===== config.mk =====
export PLATFORM = sky130hd
export DESIGN_NAME = instr_cache
export DESIGN_NICKNAME = d
export VERILOG_FILES = /design/src/rtl/instr_cache_pkg.sv /design/src/rtl/icache_array.sv /design/src/rtl/instr_cache.sv
export SDC_FILE = /design/constraint.sdc
export NUM_CORES = 2
export LEC_CHECK = 0
export ABC_CLOCK_PERIOD_IN_PS = 4100
export BUFFER_PORTS_ARGS = -buffer_cell sky130_fd_sc_hd__buf_2
export CAP_MARGIN = 0
export CELL_PAD_IN_SITES_DETAIL_PLACEMENT = 0
export CELL_PAD_IN_SITES_GLOBAL_PLACEMENT = 1
export CORE_MARGIN = 2
export CORE_UTILIZATION = 56
export CTS_CLUSTER_DIAMETER = 200
export DETAILED_ROUTE_END_ITERATION = 10
export PLACE_DENSITY = 0.85
export SYNTH_ARGS = -nofsm -noshare
export SYNTH_HDL_FRONTEND = slang
export SYNTH_SLANG_ARGS = --single-unit

===== constraint.sdc =====
create_clock -name clk_i -period 4.1 [get_ports clk_i]
set_input_delay 0.41 -clock clk_i [delete_from_list [all_inputs] [get_ports clk_i]]
set_output_delay 0.41 -clock clk_i [all_outputs]
set_load 0.005 [all_outputs]

===== src/rtl/instr_cache_pkg.sv =====
// Shared types and constants for the direct-mapped instruction cache.
package instr_cache_pkg;

  // Refill controller states
  typedef enum logic [1:0] {
    IDLE   = 2'd0,
    REFILL = 2'd1,
    COMMIT = 2'd2
  } icache_state_t;

  // Returned on any fetch that does not hit (addi x0, x0, 0)
  localparam logic [31:0] NOP = 32'h0000_0013;

  // Field widths for the default geometry (16 sets x 4 words)
  localparam int OFF_W = 2;
  localparam int IDX_W = 4;
  localparam int TAG_W = 24;

  // Backing-memory word request
  typedef struct packed {
    logic        req;
    logic [31:0] addr;
  } mem_req_t;

endpackage


===== src/rtl/icache_array.sv =====
// Data, tag and valid storage: combinational read, one synchronous write port.
// Valid bits are flops so flush and reset clear every line in one cycle.
module icache_array #(
  parameter int NUM_SETS       = 16,
  parameter int WORDS_PER_LINE = 4,
  parameter int IDX_W          = 4,
  parameter int OFF_W          = 2,
  parameter int TAG_W          = 24
) (
  input  logic             clk,
  input  logic             rst,
  input  logic [IDX_W-1:0] rd_idx,
  input  logic [OFF_W-1:0] rd_off,
  output logic [31:0]      rd_data,
  output logic [TAG_W-1:0] rd_tag,
  output logic             rd_valid,
  input  logic             wr_data_en,
  input  logic             wr_line_en,
  input  logic [IDX_W-1:0] wr_idx,
  input  logic [OFF_W-1:0] wr_off,
  input  logic [31:0]      wr_data,
  input  logic [TAG_W-1:0] wr_tag,
  input  logic             wr_valid,
  input  logic             flush
);

  logic [NUM_SETS-1:0][WORDS_PER_LINE-1:0][31:0] data_q;
  logic [NUM_SETS-1:0][TAG_W-1:0]                tag_q;
  logic [NUM_SETS-1:0]                           valid_q;

  assign rd_data  = data_q[rd_idx][rd_off];
  assign rd_tag   = tag_q[rd_idx];
  assign rd_valid = valid_q[rd_idx];

  // Data words land one beat at a time; tag is written when the line commits
  always_ff @(posedge clk) begin
    if (wr_data_en) data_q[wr_idx][wr_off] <= wr_data;
    if (wr_line_en) tag_q[wr_idx] <= wr_tag;
  end

  // Valid bits: flush wipes all lines, a commit then sets or clears its own line
  always_ff @(posedge clk or posedge rst) begin
    if (rst) begin
      valid_q <= '0;
    end else begin
      if (flush) valid_q <= '0;
      if (wr_line_en) valid_q[wr_idx] <= wr_valid;
    end
  end

endmodule


===== src/rtl/instr_cache.sv =====
// Direct-mapped instruction cache with a word-by-word refill FSM.
// Hits return data in the same cycle; a miss stalls fetch until the line commits.
module instr_cache
  import instr_cache_pkg::*;
#(
  parameter int NUM_SETS       = 16,
  parameter int WORDS_PER_LINE = 4
) (
  input  logic        clk_i,
  input  logic        reset_i,
  input  logic [31:0] addr,
  input  logic        flush_i,
  output logic [31:0] rd_o,
  output logic        instr_miss_f_o,
  output logic        instr_cache_rep_en_o,
  output logic        mem_req_o,
  output logic [31:0] mem_addr_o,
  input  logic        mem_ack_i,
  input  logic [31:0] mem_rdata_i
);

  localparam int OW = $clog2(WORDS_PER_LINE);
  localparam int IW = $clog2(NUM_SETS);
  localparam int TW = 30 - OW - IW;
  localparam logic [OW-1:0] LAST_BEAT = OW'(WORDS_PER_LINE - 1);

  icache_state_t state_q, state_d;

  // Line address of the fill in flight (fill_base without its zero offset bits)
  logic [29-OW:0] fill_line;
  logic [OW-1:0]  beat_cnt;
  logic           abort_q;

  logic [OW-1:0]  off;
  logic [IW-1:0]  idx;
  logic [TW-1:0]  tag;
  logic [1:0]     unused_addr_lsb;

  logic [31:0]    rd_data;
  logic [TW-1:0]  rd_tag;
  logic           rd_valid;
  logic           hit;

  logic           wr_data_en;
  logic           wr_line_en;
  logic           wr_valid;
  mem_req_t       mem;

  assign off             = addr[2 +: OW];
  assign idx             = addr[2+OW +: IW];
  assign tag             = addr[31 -: TW];
  assign unused_addr_lsb = addr[1:0];

  assign wr_data_en = (state_q == REFILL) && mem_ack_i;
  assign wr_line_en = (state_q == COMMIT);
  // A flush seen anywhere during the fill (or on the commit cycle) keeps the line invalid
  assign wr_valid   = !(abort_q || flush_i);

  icache_array #(
    .NUM_SETS      (NUM_SETS),
    .WORDS_PER_LINE(WORDS_PER_LINE),
    .IDX_W         (IW),
    .OFF_W         (OW),
    .TAG_W         (TW)
  ) u_array (
    .clk       (clk_i),
    .rst       (reset_i),
    .rd_idx    (idx),
    .rd_off    (off),
    .rd_data   (rd_data),
    .rd_tag    (rd_tag),
    .rd_valid  (rd_valid),
    .wr_data_en(wr_data_en),
    .wr_line_en(wr_line_en),
    .wr_idx    (fill_line[IW-1:0]),
    .wr_off    (beat_cnt),
    .wr_data   (mem_rdata_i),
    .wr_tag    (fill_line[29-OW -: TW]),
    .wr_valid  (wr_valid),
    .flush     (flush_i)
  );

  assign hit  = rd_valid && (rd_tag == tag);
  assign rd_o = hit ? rd_data : NOP;

  // State register
  always_ff @(posedge clk_i or posedge reset_i) begin
    if (reset_i) state_q <= IDLE;
    else         state_q <= state_d;
  end

  // Next state: flush in IDLE suppresses the refill for that cycle
  always_comb begin
    state_d = state_q;
    case (state_q)
      IDLE:    if (!hit && !flush_i) state_d = REFILL;
      REFILL:  if (mem_ack_i && beat_cnt == LAST_BEAT) state_d = COMMIT;
      COMMIT:  state_d = IDLE;
      default: state_d = IDLE;
    endcase
  end

  // Outputs decode straight from state so reset drops the request immediately
  always_comb begin
    mem.req              = (state_q == REFILL);
    mem.addr             = mem.req ? {fill_line, beat_cnt, 2'b00} : 32'h0;
    instr_cache_rep_en_o = (state_q == COMMIT);
    instr_miss_f_o       = !hit || (state_q != IDLE);
  end

  assign mem_req_o  = mem.req;
  assign mem_addr_o = mem.addr;

  // Fill bookkeeping: latch the line on miss, count beats, remember any flush
  always_ff @(posedge clk_i or posedge reset_i) begin
    if (reset_i) begin
      fill_line <= '0;
      beat_cnt  <= '0;
      abort_q   <= 1'b0;
    end else begin
      if (state_q == IDLE && state_d == REFILL) begin
        fill_line <= addr[31:2+OW];
        beat_cnt  <= '0;
        abort_q   <= 1'b0;
      end else if (wr_data_en) begin
        beat_cnt  <= beat_cnt + 1'b1;
      end
      if (flush_i && state_q != IDLE) abort_q <= 1'b1;
    end
  end

endmodule


After elaboration in Yosys (flattened, before gate mapping)
Index checks and enable logic that the tools add are counted.
- flip-flop bits (word level): 2481
- input bits: 68
- memories: 0
- latch bits: 0
- bits in read-only memories: 0
- bits in writable memories: 0
- multiplexer cells: 30
- div/mod/pow operators: 0
- equality and inequality tests: 5
- shift-type cells: 0
- $add $sub $neg: 1
- magnitude comparators: 6
- bitwise gates (word level): 0
- $mul: 0
- reductions and logical operators: 17
- operators by type and width (cell ; number):
    bitwise mux 2048 bit ; 1
    binary-select mux 128 bit (select 4 bit) ; 1
    demux 128 bit (select 4 bit) ; 1
    bitwise mux 384 bit ; 1
    two-way mux 128 bit ; 2
    two-way mux 32 bit ; 4
    binary-select mux 24 bit (select 4 bit) ; 1
    demux 24 bit (select 4 bit) ; 1
    binary-select mux 32 bit (select 2 bit) ; 1
    demux 32 bit (select 2 bit) ; 1
    two-way mux 24 bit ; 2
    two-way mux 16 bit ; 2
    equality test 24 bit ; 1
    bitwise mux 16 bit ; 1
    less-than comparator 4 x 5 -> 1 bit, second input constant ; 2
    logical AND 1 bit ; 8
    two-way mux 2 bit ; 4
    less-than comparator 2 x 3 -> 1 bit, second input constant ; 2
    nonzero test 2 bit ; 3
    binary-select mux 1 bit (select 4 bit) ; 1
    demux 1 bit (select 4 bit) ; 1
    equality test 2 x 1 -> 1 bit, second input constant ; 2
    equality test 2 bit, second input constant ; 2
    greater-or-equal comparator 4 x 1 -> 1 bit, second input constant ; 1
    other kinds (7) ; 13

Depth between registers and ports, before layout
- depth after elaboration: 12
- depth in mapped cells: 13
- depth with buffers taken out: 8

Hierarchy
Synthesis repeated with hierarchy kept, for this count alone.
- cells, all modules: 4137
- area total of the unflattened synthesis: 95604.2 um2
- by module, submodules not included (module ; instances ; cells each ; area an instance (um2)):
    icache_array ; 1 ; 3944 ; 93485.9
    instr_cache ; 1 ; 193 ; 2118.3

Worst setup path after synthesis
No wires, ideal clock.
- kind: input-to-output
- from: input port addr[5]
- to: output port rd_o[10]
- buffers on the path: 7
- stages: 11
- arrival: 3.205 ns
- slack: 0.485 ns
- cell sequence: buf_6 -> buf_12 -> buf_6 -> buf_2 -> buf_2 -> clkbuf_1 -> buf_1 -> mux4_2 -> mux4_2 -> mux4_2 -> nor2b_1
- word-level cells in the longest chain between the ends: 5
- RTL lines (element ; RTL line ; RTL):
    start: declaration ; instr_cache.sv:11 ; input logic [31:0] addr,
    binary-select mux 24 bit (select 4 bit) / binary-select mux 128 bit (select 4 bit) (equally long branches) ; icache_array.sv:32, icache_array.sv:31 ;
    two-way mux 24 bit (not written as such) / two-way mux 128 bit (equally long branches) ; icache_array.sv:32, icache_array.sv:31 ;
    equality test 24 bit / binary-select mux 32 bit (select 2 bit) (equally long branches) ; instr_cache.sv:83, icache_array.sv:31 ;
    logical AND 1 bit / two-way mux 32 bit (equally long branches) ; instr_cache.sv:83, icache_array.sv:31 ;
    two-way mux 32 bit * ; instr_cache.sv:84 ; assign rd_o = hit ? rd_data : NOP;
    end: declaration ; instr_cache.sv:13 ; output logic [31:0] rd_o,
Mark *: on every way between the ends. The rest lies on a longest branch, timed or not. The select of a mux whose other input is x is not followed.

Final worst setup path
- from: register u_array.tag_q[284] (netlist name)
- to: output port rd_o[7]
- word-level cells in the longest chain between the ends: 5
- RTL lines (element ; RTL line ; RTL):
    start: declaration ; icache_array.sv:28 ; logic [NUM_SETS-1:0][TAG_W-1:0] tag_q;
    start signal: indexed assignment ; icache_array.sv:38 ; if (wr_line_en) tag_q[wr_idx] <= wr_tag;
    binary-select mux 24 bit (select 4 bit) ; icache_array.sv:32 ; assign rd_tag = tag_q[rd_idx];
    two-way mux 24 bit (not written as such) ; icache_array.sv:32 ;
    equality test 24 bit ; instr_cache.sv:83 ; assign hit = rd_valid && (rd_tag == tag);
    logical AND 1 bit ; instr_cache.sv:83 ;
    two-way mux 32 bit ; instr_cache.sv:84 ;
No other way between the ends. The select of a mux whose other input is x is not followed.

==> results_dict.tcl <==
set metrics [dict create \
    fin_hold_ws_ps 265 \
    via_per_inst 6.95 \
    die_w_um 417 \
    synthMuxAreaShare 0.190 \
    slew_headroom 0.164 \
    start_kind "register" \
    antenna_found_initial 13 \
    worst-path-max-fanout 18 \
    cp_top_family "multiplexers" \
    cts-root-buf "clkbuf_16" \
    multi_input_area_um2 21100 \
    fin_nets 4419 \
    switching_power_w 0.0132 \
    wire_per_inst_um 37.2 \
    drt-initial-drc-count 7101 \
    synth_top_family_by_area "multiplexers" \
    drv_cap 0 \
    final_common_cell "edfxtp_1" \
    finalCriticalPeriod_ps 4320 \
    criticalPathCategory "reg -> out" \
    power_frac_comb 0.080 \
    dp_hpwl_mm 126 \
    overflow 0 \
    finClkSkew_ps 60.0 \
    synthAdderAreaFrac 0.000523 \
    coreArea_um2 170000 \
    syn_inst 3922 \
    path_clk_slew_ps 60 \
    num_vias 47000 \
    synthArstFlopShare 0.0198 \
    avgSynthCellArea_um2 24.4 \
    arrival_ps 3910 \
    switching_share 0.233 \
    fin_crit_sh 1.05 \
    finalSetupViolCount 33 \
    insertion_delay_ps 890 \
    register_area_um2 74300 \
    htree_levels 4 \
    final.fill_count 10200 \
    ant_nets 0 \
    power_leakage_nw 34.5 \
    syn_to_final_growth_pct 14.3 \
    p_per_area_nw_per_um2 517 \
    cts_tree "done" \
    drcViolationCount 0 \
    chipHeight_um 417 \
    clk_path_buf_depth 3 \
    ys_seq_elements 2481 \
    dr.pass1.iters 5 \
    p_total_w 0.0565 \
    cp_num_cells 13 \
    totalWireLength_mm 252 \
    fin_setup_tns_ps -4050 \
    crit_path_end_kind "output port" \
    die_area_um2 174000 \
    crit_slowest_cell "mux4_2" \
    p_clk_frac 0.390 \
    cts_made_buffers 230 \
    io_pins 135 \
    max_freq_ghz 0.231 \
    synth-simple-area-share 0.0127 \
    synth_flop_cell "edfxtp_1" \
    numClockSinks 2481 \
    holdCritPathClass "in -> async" \
    tightest_slew_ps 1250 \
    finalMaxSlewViolations 0 \
    reg2reg_depth 12 \
    core.rowCount 151 \
    drive_gt1_frac 0.359 \
    synthXorXnorAreaFrac 0.00201 \
    hold_viol_final 0 \
    synth_cell_type_count 55 \
    crit_chain "mux4_2, mux4_2, xor2_1, a21oi_2, nand3_1, nor3_2, buf_4, o2111ai_4, buf_12, buf_12, a211oi_4, buf_6, buf_2" \
    grt_max_degree 77 \
    place.gp.congestion 0.791 \
    status "finished, violations left" \
    yosysWarnings 0 \
    synth_edf_count 2432 \
    grt_pass1_vias 48000 \
    synth_compound_area_frac 0.00686 \
    pwr-share-seq 0.531 \
    ys_seq_area_frac 0.776 \
    violations "negative setup slack" \
    worst_slack_ps -222 \
    final_cell_mix "2432 x edfxtp_1, 758 x mux4_2, 230 x clkbuf_16" \
    syn_area_um2 95700 \
    ir_drop_v 0.000387 \
    io_buffers 130 \
    rsz0062_at_grt "yes" \
    track_usage 0.292 \
    cp_slowest_stage_delay_ps 530 \
    intPower_w 0.0433 \
    cp.required_ps 3690 \
    path_buf_inv 5 \
    start_util 0.564 \
    grt_pass1_wl_mm 356 \
]
## final timing paths
path | to | start | slack, ps
max | rd_o[7] | u_array.tag_q[284]$_DFFE_PP_ | -220
min | fill_line[7]$_DFFE_PP0P_ | reset_i | 260
max reg2reg | fill_line[22]$_DFFE_PP0P_ | u_array.tag_q[237]$_DFFE_PP_ | 840
min reg2reg | u_array.valid_q[12]$_DFF_PP0_ | u_array.valid_q[12]$_DFF_PP0_ | 550
max in group asynchronous | u_array.valid_q[0]$_DFF_PP0_ | reset_i | 3250
min in group clk_i | u_array.data_q[1774]$_DFFE_PP_ | mem_rdata_i[14] | 270
## cells in the mapped netlist (15+ instances only)
cell type	n	area (um2)
mux2i_1	60	601
mux4_2	758	17100
a211oi_1	47	353
dfrtp_1	49	1230
and2_1	32	200
buf_6	15	169
buf_4	20	150
edfxtp_1	2432	73000
clkbuf_1	74	278
mux2_4	20	300
nor2_1	103	387
nor2b_1	35	219
buf_2	82	410
buf_1	23	86.3
nand2_1	24	90.1
xor2_1	15	131
nand3_1	15	75.1
## metal layers
| metal | global-route usage | part of all wire | vias up |
|---|---|---|---|
| li1 | - | - | 17800 |
| met1 | 0.381 | 0.34 | 24900 |
| met2 | 0.486 | 0.51 | 3686 |
| met3 | 0.0561 | 0.11 | 702 |
| met4 | 0.126 | 0.048 | 10 |
| met5 | 0 | 0.00027 | - |
## cell families (layout without fill, tap and decap cells)
logic type,after synthesis,in the layout
adder cells (fa/ha/maj),4,4
multiplexers,853,853
flip-flops,2481,2481
AO/OA/AOI/OAI,91,91
buffers and inverters,225,849
other,1,6
XOR/XNOR,22,22
AND/OR/NAND/NOR,245,245
## sequential cells by signal (all words and copies together) (netlist names)
name             count
u_array.tag_q      384
u_array.data_q    2048
fill_line           28
beat_cnt             2
u_array.valid_q     16
state_q              2
abort_q              1
## power by group through the flow
stage / sequential [W] / clock [W] / combinational [W]
global route: 0.0301 / 0.0230 / 0.00466
detailed placement: 0.0305 / 0 / 0.00433
floorplan: 0.0301 / 0 / 0.00240
CTS: 0.0300 / 0.0222 / 0.00447
global placement: 0.0304 / 0 / 0.00424
finish: 0.0300 / 0.0220 / 0.00449
## stage by stage
step	instance area (um2)	setup WS (ps)	std cells	util
2_1_floorplan	95700	485	3923	-
3_3_place_gp	101000	-329	6304	0.596
3_5_place_dp	101000	-325	6304	0.596
4_1_cts	109000	-262	6765	0.644
5_1_grt	109000	-339	6766	0.645
6_report	109000	-222	6769	0.645
## area by class of cell
class,count,area share
diodes,4,0.0000915
flip-flops and latches,2481,0.679
repair buffers,407,0.0310
clock buffers,276,0.0548
clock inverters,156,0.0163
multi-input cells,1217,0.193
inverters,10,0.000343
well taps,2218,0.0254
## worst register-to-register path, stage by stage (launching register included)
cell	delay [ps]
edfxtp_1	360
mux4_2	480
mux2i_2	210
mux2i_1	140
xor2_1	180
buf_4	150
buf_4	120
buf_4	120
nor4b_1	440
and4_4	320
a2111oi_4	90
buf_12	230
mux2_1	340
## timing repair
action	CTS	global route
gates cloned	0	0
resized for setup	38	9
setup buffers	3	2
hold buffers	27	0
endpoints found under the hold margin	91	0
endpoints found under the setup margin	33	33
pin swaps	7	6
Power figures use the tool's default switching activity.
